==> src/rtl/pbit_pkg.sv <==
// Shared types and helpers for the p-bit pipeline (synapse accumulator -> p_bit).
// Latency: n/a (package only).
// Backpressure: n/a.
package pbit_pkg;

    localparam int W_WIDTH   = 4;   // signed width of each weight J_j and of the bias h
    localparam int OUT_WIDTH = 4;   // signed width of p_bit.input_val

    localparam int OUT_MAX = (1 << (OUT_WIDTH - 1)) - 1;
    localparam int OUT_MIN = -(1 << (OUT_WIDTH - 1));

    typedef enum logic [1:0] {
        IDLE  = 2'd0,
        ACCUM = 2'd1,
        DONE  = 2'd2
    } state_t;

    // Clamp a signed field value into the OUT_WIDTH signed range.
    function automatic logic signed [OUT_WIDTH-1:0] sat_to_out(input int v);
        if (v > OUT_MAX) begin
            return OUT_WIDTH'(OUT_MAX);
        end else if (v < OUT_MIN) begin
            return OUT_WIDTH'(OUT_MIN);
        end else begin
            return OUT_WIDTH'(v);
        end
    endfunction

endpackage

==> src/rtl/synapse_accumulator_if.sv <==
// Bundle between the field requester (master) and the synapse accumulator (slave).
// Latency: n/a (wires only).
// Backpressure: none; start is ignored by the slave while busy is high.
// Signals: start/spins/weights/bias towards the accumulator,
//          busy/valid/input_val back from it.
interface synapse_accumulator_if
    import pbit_pkg::*;
#(
    parameter int N_NEIGH = 4
);
    logic                              start;
    logic [N_NEIGH-1:0]                spins;    // bit j = m_j (1 -> +1, 0 -> -1)
    logic [N_NEIGH*W_WIDTH-1:0]        weights;  // packed signed J_j, J_0 in the LSBs
    logic signed [W_WIDTH-1:0]         bias;
    logic                              busy;
    logic                              valid;
    logic signed [OUT_WIDTH-1:0]       input_val;

    modport master (
        output start, spins, weights, bias,
        input  busy, valid, input_val
    );

    modport slave (
        input  start, spins, weights, bias,
        output busy, valid, input_val
    );
endinterface

==> src/rtl/synapse_accumulator.sv <==
// Local field I = h + sum_j J_j*m_j for one p-bit, one neighbour per cycle, saturated to OUT_WIDTH.
// Latency: start sampled at edge 0 -> valid/input_val after edge N_NEIGH+1; one result per N_NEIGH+2 cycles.
// Backpressure: none; start while busy is dropped (no queuing), inputs are snapshotted at start.
// Ports: clk, reset (async active-low), bus (slave modport: start/spins/weights/bias in,
//        busy/valid/input_val out).
module synapse_accumulator
    import pbit_pkg::*;
#(
    parameter int N_NEIGH   = 4,
    parameter int ACC_WIDTH = 8     // must be >= W_WIDTH + $clog2(N_NEIGH+1) + 1
)(
    input  logic                   clk,
    input  logic                   reset,
    synapse_accumulator_if.slave   bus
);

    localparam int IDX_W = (N_NEIGH > 1) ? $clog2(N_NEIGH) : 1;

    state_t                          state_q;
    logic signed [ACC_WIDTH-1:0]     acc_q;
    logic signed [ACC_WIDTH-1:0]     acc_d;
    logic [IDX_W-1:0]                idx_q;
    logic [N_NEIGH-1:0]              snap_spin_q;
    logic [N_NEIGH*W_WIDTH-1:0]      snap_w_q;
    logic                            busy_q;
    logic                            valid_q;
    logic signed [OUT_WIDTH-1:0]     out_q;

    logic signed [W_WIDTH-1:0]       j_raw;
    logic signed [ACC_WIDTH-1:0]     j_ext;

    assign j_raw = snap_w_q[idx_q*W_WIDTH +: W_WIDTH];

    // Sign-extend before negating so that -(-2^(W_WIDTH-1)) is representable.
    always_comb begin
        j_ext = ACC_WIDTH'(j_raw);
        acc_d = snap_spin_q[idx_q] ? (acc_q + j_ext) : (acc_q - j_ext);
    end

    always_ff @(posedge clk or negedge reset) begin
        if (!reset) begin
            state_q     <= IDLE;
            acc_q       <= '0;
            idx_q       <= '0;
            snap_spin_q <= '0;
            snap_w_q    <= '0;
            busy_q      <= 1'b0;
            valid_q     <= 1'b0;
            out_q       <= '0;
        end else begin
            case (state_q)
                IDLE: begin
                    valid_q <= 1'b0;
                    if (bus.start) begin
                        // Neighbour spins toggle asynchronously, so work only from a snapshot.
                        snap_spin_q <= bus.spins;
                        snap_w_q    <= bus.weights;
                        acc_q       <= ACC_WIDTH'(bus.bias);
                        idx_q       <= '0;
                        busy_q      <= 1'b1;
                        state_q     <= ACCUM;
                    end
                end
                ACCUM: begin
                    valid_q <= 1'b0;
                    acc_q   <= acc_d;
                    idx_q   <= idx_q + 1'b1;
                    if (idx_q == IDX_W'(N_NEIGH - 1)) begin
                        state_q <= DONE;
                    end
                end
                DONE: begin
                    out_q   <= sat_to_out(int'(acc_q));
                    valid_q <= 1'b1;
                    busy_q  <= 1'b0;
                    state_q <= IDLE;
                end
                default: begin
                    state_q <= IDLE;
                    busy_q  <= 1'b0;
                    valid_q <= 1'b0;
                end
            endcase
        end
    end

    assign bus.busy      = busy_q;
    assign bus.valid     = valid_q;
    assign bus.input_val = out_q;

endmodule
==> src/flat_wrapper.sv <==
// flat-port wrapper written by rule: the top's interface ports become plain ports
module synapse_accumulator_flat import pbit_pkg::*;
#(
    parameter int N_NEIGH   = 4,
    parameter int ACC_WIDTH = 8                                                  
)
  (clk, reset, bus_start, bus_spins, bus_weights, bus_bias, bus_busy, bus_valid, bus_input_val);
  synapse_accumulator_if #(.N_NEIGH(N_NEIGH)) bus_i ();
  input  logic clk;
  input  logic reset;
  input wire logic [$bits(bus_i.start)-1:0] bus_start;
  input wire logic [$bits(bus_i.spins)-1:0] bus_spins;
  input wire logic [$bits(bus_i.weights)-1:0] bus_weights;
  input wire logic [$bits(bus_i.bias)-1:0] bus_bias;
  output wire logic [$bits(bus_i.busy)-1:0] bus_busy;
  output wire logic [$bits(bus_i.valid)-1:0] bus_valid;
  output wire logic [$bits(bus_i.input_val)-1:0] bus_input_val;
  assign bus_i.start = bus_start;
  assign bus_i.spins = bus_spins;
  assign bus_i.weights = bus_weights;
  assign bus_i.bias = bus_bias;
  assign bus_busy = bus_i.busy;
  assign bus_valid = bus_i.valid;
  assign bus_input_val = bus_i.input_val;
  synapse_accumulator #(.N_NEIGH(N_NEIGH), .ACC_WIDTH(ACC_WIDTH)) u_core (.clk(clk), .reset(reset), .bus(bus_i));
endmodule
==> config.mk <==
export PLATFORM = sky130hd
export DESIGN_NAME = synapse_accumulator_flat
export DESIGN_NICKNAME = d
export VERILOG_FILES = /design/src/rtl/pbit_pkg.sv /design/src/rtl/synapse_accumulator_if.sv /design/src/rtl/synapse_accumulator.sv /design/src/flat_wrapper.sv
export SDC_FILE = /design/constraint.sdc
export NUM_CORES = 1
export LEC_CHECK = 0
export CAP_MARGIN = 25
export CORE_ASPECT_RATIO = 0.9
export CORE_UTILIZATION = 57
export DETAILED_ROUTE_END_ITERATION = 8
export PLACE_DENSITY = 0.91
export SLEW_MARGIN = 30
export SYNTH_ARGS = -nofsm -noshare
export SYNTH_HDL_FRONTEND = slang
export SYNTH_SLANG_ARGS = --single-unit
==> constraint.sdc <==
create_clock -name clk -period 5.4 [get_ports clk]
set_input_delay 0.54 -clock clk [delete_from_list [all_inputs] [get_ports clk]]
set_output_delay 0.54 -clock clk [all_outputs]
set_load 0.02 [all_outputs]
==> key figures, run 1 <==
STA
  – Final period util: 0.608
  – Hold Vio Cnt, Final: 0
  – Fin crit period: between 3 and 4 ns
  – Clock Skews: between 0.003 and 0.004 ns
  – Tightest Pin Transition: roughly 0.81 ns
  – Highest Clock Rate: 304 MHz
  – Final setup fails: 0
  – Max-slew violation count: 0
  – Slew HR: 0.457
  – Unrepaired setup endpoints after global routing: false
  – TNS Setup: 0 ns

CTS
  – Post-CTS repair timing setup buffer count: 0
  – Max clock buf depth: 2
  – Clock transition at path regs: about 0.07 ns
  – Clock sink total: 38
  – Root Driver: clkbuf_8
  – CTS tree: done
  – CTS Buf Count: 5
  – Worst skew pair latency: roughly 0.29 ns
  – H-tree Lvls: 2
  – Hold-fix buffers at CTS: 0
  – Post-CTS resize count: 0

Run status
  – Status: finished clean

Floorplanning
  – Die height: slightly below 60 um
  – Num rows: 19
  – Die X: ~64 um
  – Core area: about 0.0032 mm2
  – IO Count: 33
  – Initial core utilization: 0.624
  – Die area: ~0.0037 mm2

Routing
  – Wire length per cell: 15.7 um
  – Number of nets still failing antenna checks after routing: 0
  – DRC Markers: 0
  – Drt via density: roughly 5.8
  – 1st-iter DRT viols: 43
  – Final WL: 3890 um
  – Vias: around 1400
  – 1st-pass router iterations: 5

Worst setup path
  – CP startpoint kind: flip-flop
  – Worst r2r path cells: 11
  – Crit path cell chain: mux4_1 -> inv_1 -> ha_1 -> mux2_2 -> fa_1 -> a21o_1 -> a21oi_1 -> o21bai_1 -> a21oi_1 -> xor2_1 -> o21ai_0
  – Bufs and invs on worst path: 1
  – Worst Setup End Kind: flip-flop
  – Crit path max-delay family: multiplexers
  – Reg2reg start: u_core.idx_q[0]
  – Most used cell, CP: a21oi_1
  – R2R Setup Slk: around 2.1 ns
  – CP max stage delay: 0.65 ns
  – Req. time, crit path: between 5 and 6 ns
  – CP max FO: 8
  – Setup CP Type: reg2reg
  – Worst EP arrival: 3.45 ns
  – Capture point of the worst reg-to-reg path: u_core.acc_q[6]
  – Critical path's slowest cell: mux4_1

Logic synthesis
  – Syn Inst Count: 169
  – Mapped Nets: roughly 210
  – Post-Syn Area per Cell: 11.8 um2
  – Post-synth top cells: dfrtp_1 (38), mux2_2 (22), nand2_1 (15)
  – Mapped Area: slightly below 0.002 mm2
  – Number of synthesized flops with an enable pin: 0
  – Area contributors post-synth: dfrtp_1 (48%), mux2_2 (12%), ha_1 (7.6%)
  – Cell with the most instances after synthesis: dfrtp_1
  – Ys flop type: dfrtp_1
  – Register area share after synthesis: 0.479
  – Synth cell types: 32
  – Top cell type by total area after synthesis: dfrtp_1
  – Ys async rst share: 1.00
  – Synth Register Bits: 38
  – Synth top area share: 0.479
  – Synthesis Warnings: 0

Cells and area
  – Proportion of layout cells with a drive suffix above 1: 0.180
  – Layout area overhead: 22.5%
  – Nets: approximately 250
  – Number of fill cells in the layout: approximately 220
  – Diode count: 0
  – Register area: approximately 950 um2
  – Multi-input logic area: 987 um2

Global routing
  – Wire length of the first global-routing pass: 6710 um
  – Most Crowded Layer GR: met2
  – Global Route met2 Usage: 0.453
  – Met1 usage: 0.274
  – Met3 GRT Util: 0.0571
  – Largest net degree at the start of global routing: 39
  – Initial antenna violation count: 0
  – Grt ovf: 0
  – Tot GR Track Use: 0.247
  – Vias in the first global route: roughly 1500

Hold path
  – HP Class: in2async

Job
  – Max-cap violations: 0

Place
  – PortBufs: 32
  – HPWL Detailed: approximately 2900 um
  – GPL Wtd Cong: 0.866
sequential cells by signal, indices dropped and copies added (netlist names):
| signal | cells |
|---|---|
| u_core.acc_q | 8 |
| u_core.state_q | 2 |
| u_core.snap_w_q | 16 |
| u_core.bus.input_val | 4 |
| u_core.bus.valid | 1 |
| u_core.bus.busy | 1 |
| u_core.snap_spin_q | 4 |
| u_core.idx_q | 2 |
routing by layer:
metal,share of wire,vias to the layer above,wire (um)
met4,0.024,0,93
met2,0.53,42,2050
met5,0,-,0
met1,0.40,692,1550
li1,-,683,-
met3,0.049,11,192
area by class of cell:
type	instances	area share
Sequential cell	38	0.391
Clock inverter	1	0.00206
Tap cell	42	0.0216
Inverter	8	0.0123
Clock buffer	7	0.0355
Timing Repair Buffer	33	0.133
Multi-Input combinational cell	119	0.405
cell usage in the layout (no fill, tap or decap), types with 3 or more instances in the layout:
master / count
o21ai_0: 12
mux2_2: 22
mux4_1: 3
ha_1: 12
inv_1: 8
clkbuf_8: 6
nand3_1: 5
a21o_1: 3
dfrtp_1: 38
xor2_1: 4
clkdlybuf4s50_1: 31
nor2_1: 5
nand4_1: 3
nand2_1: 15
a21oi_1: 12
xnor2_1: 3
cells by family (layout without fill, tap and decap cells):
family          after synthesis  count (layout)  share of synthesized area
simple gates                 39              39                     0.0945
flops                        38              38                      0.479
compound gates               33              33                     0.0963
mux                          27              27                      0.187
fa+ha+maj                    13              13                     0.0856
buf+inv                      12              49                     0.0271
xor+xnor                      7               7                     0.0309
worst max path at each step:
stage | startpoint | depth (start not counted) | end | slack [ns]
global route | u_core.idx_q[0] | 11 | u_core.acc_q[6] | 1.91
finish | u_core.idx_q[0] | 11 | u_core.acc_q[6] | 2.12
floorplan | u_core.idx_q[0] | 12 | u_core.acc_q[6] | 2.40
CTS | u_core.idx_q[0] | 11 | u_core.acc_q[6] | 2.10
global placement | u_core.idx_q[0] | 11 | u_core.acc_q[6] | 2.21
detailed placement | u_core.idx_q[0] | 11 | u_core.acc_q[6] | 2.12
stage by stage:
step                instance area, um2  hold slack [ns]  setup WS, ns  std cells   util
floorplan                         1990            0.244          2.40        169      -
global placement                  2340            0.449          2.21        240  0.736
detailed placement                2340            0.459          2.12        240  0.736
CTS                               2430            0.367          2.10        248  0.764
global route                      2430            0.404          1.91        248  0.764
finish                            2430            0.334          2.12        248  0.764
Power of run 1 is left out: the tool's default activity adds up to more than one toggle a clock period on the data nets, which glitch-free logic cannot reach.
==> inputs of run 2 (changes only) <==
Settings changed: CORE_UTILIZATION 57 to 47, PLACE_DENSITY 0.91 to 0.81.
Clock period 5.4 ns to 3 ns, I/O delays scaled along.
==> run 2 against run 1 <==
Effect of this change: the run now ends with design-rule violations left; fmax up 10%; design area is 5.7% higher; sequential share of layout area decreased by 2.0 points; critical path depth did not move; clock skew increased by 0.00092 ns; flip-flop and latch count stayed put; clock-buffer cell count unchanged; non-clock buffer count grew 9; die area grew 21%; first-iteration DRC count up 16%; global-route usage decreased by 5.8 points; hold slack worse by 0.24 ns; highest routed layer unchanged.
==> key figures, run 2 (synthesis gave the netlist of run 1 again) <==
STA
  – Tightest Pin Transition: 0.810 ns
  – Highest Clock Rate: 336 MHz
  – Max-slew violation count: 0
  – Slew HR: 0.460
  – Final setup margin: roughly 0.023 ns
  – Fin crit period: slightly below 3 ns
  – Hold Vio Cnt, Final: 0
  – Clock Skews: around 0.0045 ns
  – Final period util: 0.992
  – Final setup fails: 0
  – Unrepaired setup endpoints after global routing: true

Place
  – Placed Cells: roughly 250
  – Dpl ws: -0.121 ns
  – HPWL Detailed: roughly 2700 um
  – PortBufs: 32
  – GPL Wtd Cong: about 0.8

Cells and area
  – Biggest register: u_core.snap_w_q
  – Proportion of layout cells with a drive suffix above 1: 0.293
  – Max reg flops: 16
  – Diode count: 0
  – Most frequent cells in the layout: dfrtp_1 (37), clkdlybuf4s50_1 (31), mux2_2 (21)
  – Number of fill cells in the layout: 340
  – Top flop regs: u_core.snap_w_q: 16 flops, u_core.acc_q: 8 flops
  – Nets: 254
  – Final Non-Filler Cells: roughly 260
  – Commonest non-fill, non-tap cell in the layout: dfrtp_1
  – Layout area overhead: 29.5%

Worst setup path
  – Worst EP arrival: roughly 3.2 ns
  – R2R Setup Slk: 0.02 ns
  – CP startpoint kind: flip-flop
  – Critical path's slowest cell: mux4_2
  – CP max stage delay: 0.57 ns
  – Req. time, crit path: between 3 and 4 ns
  – Crit path cell chain: buf_4 -> mux4_2 -> or2_2 -> o21ai_4 -> ha_1 -> nand4_1 -> a21oi_2 -> nor2_1 -> xor2_1 -> or3_1 -> nand3_1
  – Reg2reg start: u_core.idx_q[0]
  – Worst r2r path cells: 11
  – Setup CP Type: reg2reg
  – CP max FO: 5
  – Worst Setup End Kind: flip-flop
  – Setup crit end: u_core.acc_q[7]
  – CP Launch Point: u_core.idx_q[0]
  – Capture point of the worst reg-to-reg path: u_core.acc_q[7]

CTS
  – Worst skew pair latency: just under 0.3 ns
  – CTS tree: done
  – Root Driver: clkbuf_8
  – CTS Buf Count: 5
  – Clock transition at path regs: approximately 0.07 ns
  – Clock sink total: 38
  – Max clock buf depth: 2
  – H-tree Lvls: 2
  – Hold-fix buffers at CTS: 0

Routing
  – 1st-iter DRT viols: 50
  – Drt via density: ~5.4
  – 1st-pass router iterations: 7
  – DRC Markers: 10
  – Wire length per cell: 14.9 um
  – Number of nets still failing antenna checks after routing: 0
  – Vias: between 1000 and 1500
  – Final WL: ~3900 um

Hold path
  – HP Class: in2async

Run status
  – Failing checks: design-rule violations
  – Status: finished, violations left

Global routing
  – Grt ovf: 0
  – Wire length of the first global-routing pass: 6480 um
  – Initial antenna violation count: 0
  – Largest net degree at the start of global routing: 39
  – Tot GR Track Use: 0.188
  – Vias in the first global route: roughly 1400

Floorplanning
  – Die area: roughly 0.0045 mm2
  – IO Count: 33
  – Die X: ~70 um
  – Core area: around 0.0041 mm2
  – Initial core utilization: 0.488
  – Num rows: 22
  – Die height: 63.7 um

Job
  – Max-cap violations: 0
-- run 2: cell types whose count changed in the layout (fill, tap and decap cells not counted), sizes merged --
cell  change
buf       +9
-- run 2: critical path, delay by kind of cell (launching register included) --
| family | cells | cell delay [ns] |
|---|---|---|
| AO/OA/AOI/OAI | 2 | 0.37 |
| XOR/XNOR | 1 | 0.16 |
| adder cells (fa/ha/maj) | 1 | 0.24 |
| buffers and inverters | 1 | 0.16 |
| flip-flops | 1 | 0.43 |
| multiplexers | 1 | 0.57 |
| AND/OR/NAND/NOR | 5 | 0.98 |
-- run 2: area by class of cell --
cell class | count | area [um2] | share of cell area
Multi-Input combinational cell | 119 | 1050 | 0.408
Sequential cell | 38 | 952 | 0.370
Timing Repair Buffer | 42 | 390 | 0.152
Clock buffer | 7 | 86.3 | 0.0336
Tap cell | 48 | 60.1 | 0.0233
Inverter | 8 | 30.0 | 0.0117
Clock inverter | 1 | 5.00 | 0.00195
-- run 2: timing repair --
action,4_1_cts,5_1_grt
resized for setup,5,17
setup buffers,0,3
pin swaps,0,11
endpoints found under the setup margin,3,3
-- run 2: stage by stage --
step | util | TNS (ns) | hold slack [ns] | cell area (um2)
floorplan | - | 0 | 0.00441 | 1990
global placement | 0.589 | 0 | 0.449 | 2400
detailed placement | 0.589 | -0.201 | 0.455 | 2400
CTS | 0.611 | 0 | 0.156 | 2490
global route | 0.631 | -0.233 | 0.164 | 2570
finish | 0.631 | 0 | 0.0941 | 2570
-- run 2: how the worst min path moves through the flow --
stage / end / startpoint / cells after the start / slack (ns)
2_1_floorplan: u_core.acc_q[0] / reset / 0 / 0.004
3_3_place_gp: u_core.bus.input_val[1] / u_core.bus.input_val[1] / 2 / 0.45
3_5_place_dp: u_core.bus.input_val[1] / u_core.bus.input_val[1] / 2 / 0.45
4_1_cts: u_core.bus.valid / reset / 1 / 0.16
5_1_grt: u_core.bus.busy / reset / 1 / 0.16
6_report: u_core.bus.busy / reset / 1 / 0.09
-- run 2: metal layers --
layer	vias to the layer above	part of all wire	track usage
met1	686	0.44	0.248
met2	41	0.49	0.300
met3	9	0.050	0.0512
li1	691	-	-
met5	-	0	0
met4	0	0.016	0.0675
Power of run 2 is left out for the same reason.
